**config.mk**
```make
export PLATFORM = sky130hd
export DESIGN_NAME = uart_rx
export DESIGN_NICKNAME = d
export VERILOG_FILES = /design/src/rtl/uart_pkg.sv /design/src/rtl/uart_sync.sv /design/src/rtl/uart_rx.sv
export SDC_FILE = /design/constraint.sdc
export NUM_CORES = 1
export LEC_CHECK = 0
export ABC_AREA = 1
export BUFFER_PORTS_ARGS = -buffer_cell sky130_fd_sc_hd__buf_2
export CAP_MARGIN = 20
export CORE_MARGIN = 3
export CORE_UTILIZATION = 50
export CTS_CLUSTER_DIAMETER = 200
export DETAILED_ROUTE_END_ITERATION = 10
export HOLD_SLACK_MARGIN = 0.08
export PLACE_DENSITY = 0.71
export SYNTH_ARGS = -nofsm -noshare
export SYNTH_HDL_FRONTEND = slang
export SYNTH_SLANG_ARGS = --single-unit
export TNS_END_PERCENT = 100
```
**constraint.sdc**
```tcl
create_clock -name clk -period 2.6 [get_ports clk]
set_clock_uncertainty 0.15 [all_clocks]
set_input_delay 0.39 -clock clk [delete_from_list [all_inputs] [get_ports clk]]
set_output_delay 0.39 -clock clk [all_outputs]
set_load 0.05 [all_outputs]
```
**src/rtl/uart_pkg.sv**
```systemverilog
// Shared UART definitions: receiver FSM states, frame geometry and counter sizing.
package uart_pkg;

    localparam int UART_DATA_BITS = 8;

    typedef enum logic [2:0] {
        IDLE,
        START,
        DATA,
        STOP,
        BRK
    } uart_state_t;

    // Width of a down-counter that must hold values up to cycles_per_bit-1.
    function automatic int uart_cnt_width(input int cycles_per_bit);
        return (cycles_per_bit > 1) ? $clog2(cycles_per_bit) : 1;
    endfunction

endpackage

```
**src/rtl/uart_sync.sv**
```systemverilog
// Metastability synchroniser for an asynchronous idle-high line; resets to 1
// so a line held in reset does not look like a start bit on release.
module uart_sync #(
    parameter int SYNC_STAGES = 2
) (
    input  logic clk,
    input  logic m_aresetn,
    input  logic line,
    output logic synced
);

    generate
        if (SYNC_STAGES < 2) begin : g_stage_check
            $error("uart_sync: SYNC_STAGES must be >= 2");
        end
    endgenerate

    logic [SYNC_STAGES-1:0] stages;

    always_ff @(posedge clk or negedge m_aresetn) begin
        if (!m_aresetn) begin
            stages <= '1;
        end else begin
            stages <= {stages[SYNC_STAGES-2:0], line};
        end
    end

    assign synced = stages[SYNC_STAGES-1];

endmodule

```
**src/rtl/uart_rx.sv**
```systemverilog
// 8N1 UART receiver with mid-bit sampling, a single-entry holding register,
// and framing-error / line-break / overrun reporting.
module uart_rx
    import uart_pkg::*;
#(
    parameter int CYCLES_PER_BIT = 434,
    parameter int SYNC_STAGES    = 2
) (
    input  logic                      clk,
    input  logic                      m_aresetn,
    input  logic                      uart_rxd,
    output logic                      rx_valid,
    output logic [UART_DATA_BITS-1:0] rx_data,
    input  logic                      rx_ready,
    output logic                      frame_err,
    output logic                      rx_break,
    output logic                      overrun
);

    localparam int               CNT_W       = uart_cnt_width(CYCLES_PER_BIT);
    localparam int               HALF        = CYCLES_PER_BIT / 2;
    localparam logic [CNT_W-1:0] BIT_RELOAD  = CNT_W'(CYCLES_PER_BIT - 1);
    localparam logic [CNT_W-1:0] HALF_RELOAD = CNT_W'(HALF - 1);
    localparam logic [2:0]       LAST_BIT    = 3'(UART_DATA_BITS - 1);

    generate
        if (CYCLES_PER_BIT < 4) begin : g_cpb_check
            $error("uart_rx: CYCLES_PER_BIT must be >= 4");
        end
    endgenerate

    logic rxs;

    uart_sync #(
        .SYNC_STAGES(SYNC_STAGES)
    ) u_sync (
        .clk      (clk),
        .m_aresetn(m_aresetn),
        .line     (uart_rxd),
        .synced   (rxs)
    );

    uart_state_t               state;
    logic [CNT_W-1:0]          cnt;
    logic [2:0]                bit_idx;
    logic [UART_DATA_BITS-1:0] shift;
    logic                      tick;

    assign tick = (cnt == '0);

    // A completion in STOP overrides the consumer-side clear of rx_valid below.
    always_ff @(posedge clk or negedge m_aresetn) begin
        if (!m_aresetn) begin
            state     <= IDLE;
            cnt       <= '0;
            bit_idx   <= '0;
            shift     <= '0;
            rx_valid  <= 1'b0;
            rx_data   <= '0;
            frame_err <= 1'b0;
            rx_break  <= 1'b0;
            overrun   <= 1'b0;
        end else begin
            frame_err <= 1'b0;
            overrun   <= 1'b0;

            if (rx_valid && rx_ready) begin
                rx_valid <= 1'b0;
            end

            case (state)
                IDLE: begin
                    if (!rxs) begin
                        cnt   <= HALF_RELOAD;
                        state <= START;
                    end
                end

                START: begin
                    if (!tick) begin
                        cnt <= cnt - 1'b1;
                    end else if (rxs) begin
                        state <= IDLE;
                    end else begin
                        cnt     <= BIT_RELOAD;
                        bit_idx <= '0;
                        state   <= DATA;
                    end
                end

                DATA: begin
                    if (!tick) begin
                        cnt <= cnt - 1'b1;
                    end else begin
                        cnt     <= BIT_RELOAD;
                        shift   <= {rxs, shift[UART_DATA_BITS-1:1]};
                        bit_idx <= bit_idx + 3'd1;
                        if (bit_idx == LAST_BIT) begin
                            state <= STOP;
                        end
                    end
                end

                STOP: begin
                    if (!tick) begin
                        cnt <= cnt - 1'b1;
                    end else if (rxs) begin
                        cnt   <= BIT_RELOAD;
                        state <= IDLE;
                        if (!rx_valid || rx_ready) begin
                            rx_data  <= shift;
                            rx_valid <= 1'b1;
                        end else begin
                            overrun <= 1'b1;
                        end
                    end else begin
                        cnt       <= BIT_RELOAD;
                        frame_err <= 1'b1;
                        rx_break  <= 1'b1;
                        state     <= BRK;
                    end
                end

                BRK: begin
                    if (rxs) begin
                        rx_break <= 1'b0;
                        state    <= IDLE;
                    end
                end

                default: begin
                    state <= IDLE;
                end
            endcase
        end
    end

endmodule

```
==> results.md <==
| Metric | This run | Unit |
| --- | --- | --- |
| Post-CTS Setup Bufs | 0 | - |
| Global-route track usage on met3 | 0.0506 | - |
| Clock period minus final worst setup slack | 1830 | ps |
| Chip Width | 66.9 | um |
| All-layer global routing usage | 0.165 | - |
| Quantity of hold-fixing buffers added after cts | 2 | - |
| Total vias in the final route | 1418 | - |
| Number of unique standard cell types used by synthesis | 28 | - |
| Port bufs | 15 | - |
| Placement Setup Slack | 754 | ps |
| Sum of negative setup slack | 0 | ps |
| F_max | 545 | MHz |
| CTS-repair resized insts | 0 | - |
| Number of cells in the finished layout apart from fillers | 286 | - |
| Maximum VDD drop | 0.419 | mV |
| CP max FO | 10 | - |
| Register area | 928 | um^2 |
| Post-Syn Nets | 225 | - |
| Clock transition at path regs | 70 | ps |
| Via density | 4.96 | - |
| Endpoint of the most critical register-to-register path | rx_data[2]$_DFFE_PN0P_ | - |
| Run status | finished clean | - |
| Hold crit path type | flop to flop | - |
| Final period util | 0.705 | - |
| Instance count along the most critical hold path | 0 | - |
| Clock tree from TritonCTS | yes | - |
| Final Setup Violations | 0 | - |
| Final nets | 246 | - |
| Worst setup endpoint | rx_data[2]$_DFFE_PN0P_ | - |
| RSZ-0062 raised after global routing | no | - |
| Slack of the worst reg-to-reg path | 770 | ps |
| Row count | 21 | - |
| Final hold violations | 0 | - |
| Synthesized area divided by synthesized cell count | 8.51 | um^2 |
| Number of buffers inserted during clock tree synthesis | 5 | - |
| Fin util | 0.611 | - |
| Starting Density | 0.539 | - |
| Arrival time at the worst endpoint | 1860 | ps |
| Headroom to the max-slew limit | 0.455 | - |
| Syn Inst Count | 218 | - |
| Worst reg2reg path startpoint | cnt[0]$_DFFE_PN0P_ | - |
| Most frequently used cell type in the post-synthesis netlist | nand2_1 | - |
| Drt first-iter violations | 109 | - |
| Netlist Area Pre-Place | 1850 | um^2 |
| Number of fill cells in the layout | 304 | - |
| PwrDens | 524 | nW/um^2 |
| Worst hold slack across all endpoints | 208 | ps |
| Leading register cell type out of synthesis | dfrtp_1 | - |
| Yosys warning total | 0 | - |
| RePlAce Congestion | 0.863 | - |
| TritonCTS sink count | 37 | - |
| Total I/O pin count | 16 | - |
| Number of enable flip-flop cells after synthesis | 0 | - |
| Vert. Die Dim | 66.9 | um |
| Pin count of the biggest net entering global routing | 38 | - |
| Number of flip-flops and latches in the synthesized netlist | 37 | - |
| Buffer cell driving the clock tree root | clkbuf_8 | - |
| R2r worst-path depth | 9 | - |
| # diodes | 0 | - |
| Sequential cell area fraction in the yosys report | 0.501 | - |
| Top cells by area, synth | dfrtp_1, nand2_1, nand3_1 | - |
| DRC viols | 0 | - |
| Number of iterations in the first detailed-routing pass | 4 | - |
| Total Die Area | 4470 | um^2 |
| Type of the worst setup path | flop to flop | - |
| Synth cell count leaders | nand2_1, dfrtp_1, inv_1 | - |
| Most used routing layer in global routing | met2 | - |
| Share of post-route cells with drive strength above 1 | 0.221 | - |
| Ys async rst share | 1.00 | - |
| Met2 GRT Util | 0.240 | - |
| Core box area | 3440 | um^2 |
| Vias in the first global route | 1218 | - |
| Leak Pwr | 1.14 | nW |
| Capturing element type of the critical path | flop | - |
| Antenna violations before repair | 0 | - |
| Max Root-Sink Buffers | 2 | - |
| WL per Instance | 11.3 | um |
| Routed Antenna Nets | 0 | - |
| Final wirelength | 3240 | um |
| Post-DP HPWL | 2340 | um |
| Startpoint Class | flop | - |
| First-pass GRT wire length | 5520 | um |
| Met1 Usage GRT | 0.225 | - |
| Layout-stage area growth over the synthesis result | 13.4 | % |
| Remaining Overflow, GRT | 0 | - |
| Clock latency at the later pin of the worst-skew pair | 280 | ps |
| Area of the multi-input gates | 793 | um^2 |
| Max-cap check violation count | 0 | - |
| Share of the synthesized area in the top cell type | 0.472 | - |
| Crit path launch | cnt[0]$_DFFE_PN0P_ | - |
| Max Transition Viols Final | 0 | - |
| Tightest Pin Transition | 818 | ps |
| Worst-case setup margin in the final layout | 767 | ps |
| Data required time of the critical path | 2630 | ps |
| Number of levels in the clock H-tree | 2 | - |
| Number of placed instances, taps included | 276 | - |
| Largest area contributor in the synthesized netlist | dfrtp_1 | - |
[cell type report]
class / count / area share
clock inverters: 1 / 0.0143
flip-flops and latches: 37 / 0.441
repair buffers: 17 / 0.0452
multi-input cells: 148 / 0.377
inverters: 30 / 0.0535
well taps: 46 / 0.0274
clock buffers: 7 / 0.0410
[layer usage]
layer  vias up  wire length, um
li1        729                -
met1       646             1610
met2        32             1390
met3        11              145
met4         0               91
met5         -                0
[layout by cell type, fill, tap and decap left out, drive strengths merged, types with 2 or more instances in the layout]
cell / n
o21ai: 17
buf: 15
clkbuf: 7
ha: 3
dfrtp: 35
nand2: 75
a21oi: 5
nor2: 19
dfstp: 2
nand4: 2
nand3: 22
nor3: 2
inv: 30
dlygate4sd3: 2
[report_power, final]
part	switching, W	leakage [nW]	internal, W
registers	0.00000191	0.492	0.000578
logic	0.0000132	0.586	0.00000417
clock network	0.000192	0.0585	0.000313
total	0.000207	1.14	0.000895
[critical path, stage by stage (launching register included)]
cell     delay, ps
dfrtp_1        390
inv_1           90
ha_1           290
nand2_4        110
nor2_8         150
nand2_4        120
nor2_8         180
nand2_4        100
nand2_1         80
nand2_1         40
[how the worst min path moves through the flow]
stage	start	end	slack, ps
3_3_place_gp	u_sync.stages[0]$_DFF_PN1_	u_sync.stages[1]$_DFF_PN1_	200
4_1_cts	u_sync.stages[0]$_DFF_PN1_	u_sync.stages[1]$_DFF_PN1_	210
5_1_grt	u_sync.stages[0]$_DFF_PN1_	u_sync.stages[1]$_DFF_PN1_	210
6_report	u_sync.stages[0]$_DFF_PN1_	u_sync.stages[1]$_DFF_PN1_	210
3_5_place_dp	u_sync.stages[0]$_DFF_PN1_	u_sync.stages[1]$_DFF_PN1_	200
2_1_floorplan	m_aresetn	bit_idx[0]$_DFFE_PN0P_	-60
[cell families after synthesis]
family,synth area share
AOI/OAI and AO/OA,0.0796
xor gates and xnor gates,0.00472
adders and majority gates,0.0202
buffers and inverters,0.0715
DFF,0.501
and+or+nand+nor,0.323
[through the flow]
| step | power, W | area, um^2 |
|---|---|---|
| after floorplan | 0.000593 | 1850 |
| after global placement | 0.000607 | 1970 |
| after detailed placement | 0.000607 | 1970 |
| after CTS | 0.00112 | 2100 |
| after global routing | 0.00114 | 2100 |
| final | 0.00110 | 2100 |
[state kept, by name, indices dropped and copies added, names as in the netlist]
| name | flops |
|---|---|
| overrun | 1 |
| u_sync.stages | 2 |
| shift | 8 |
| frame_err | 1 |
| rx_valid | 1 |
| rx_data | 8 |
| state | 3 |
| rx_break | 1 |
| bit_idx | 3 |
| cnt | 9 |
No activity file was read; power rests on OpenSTA's default activity.
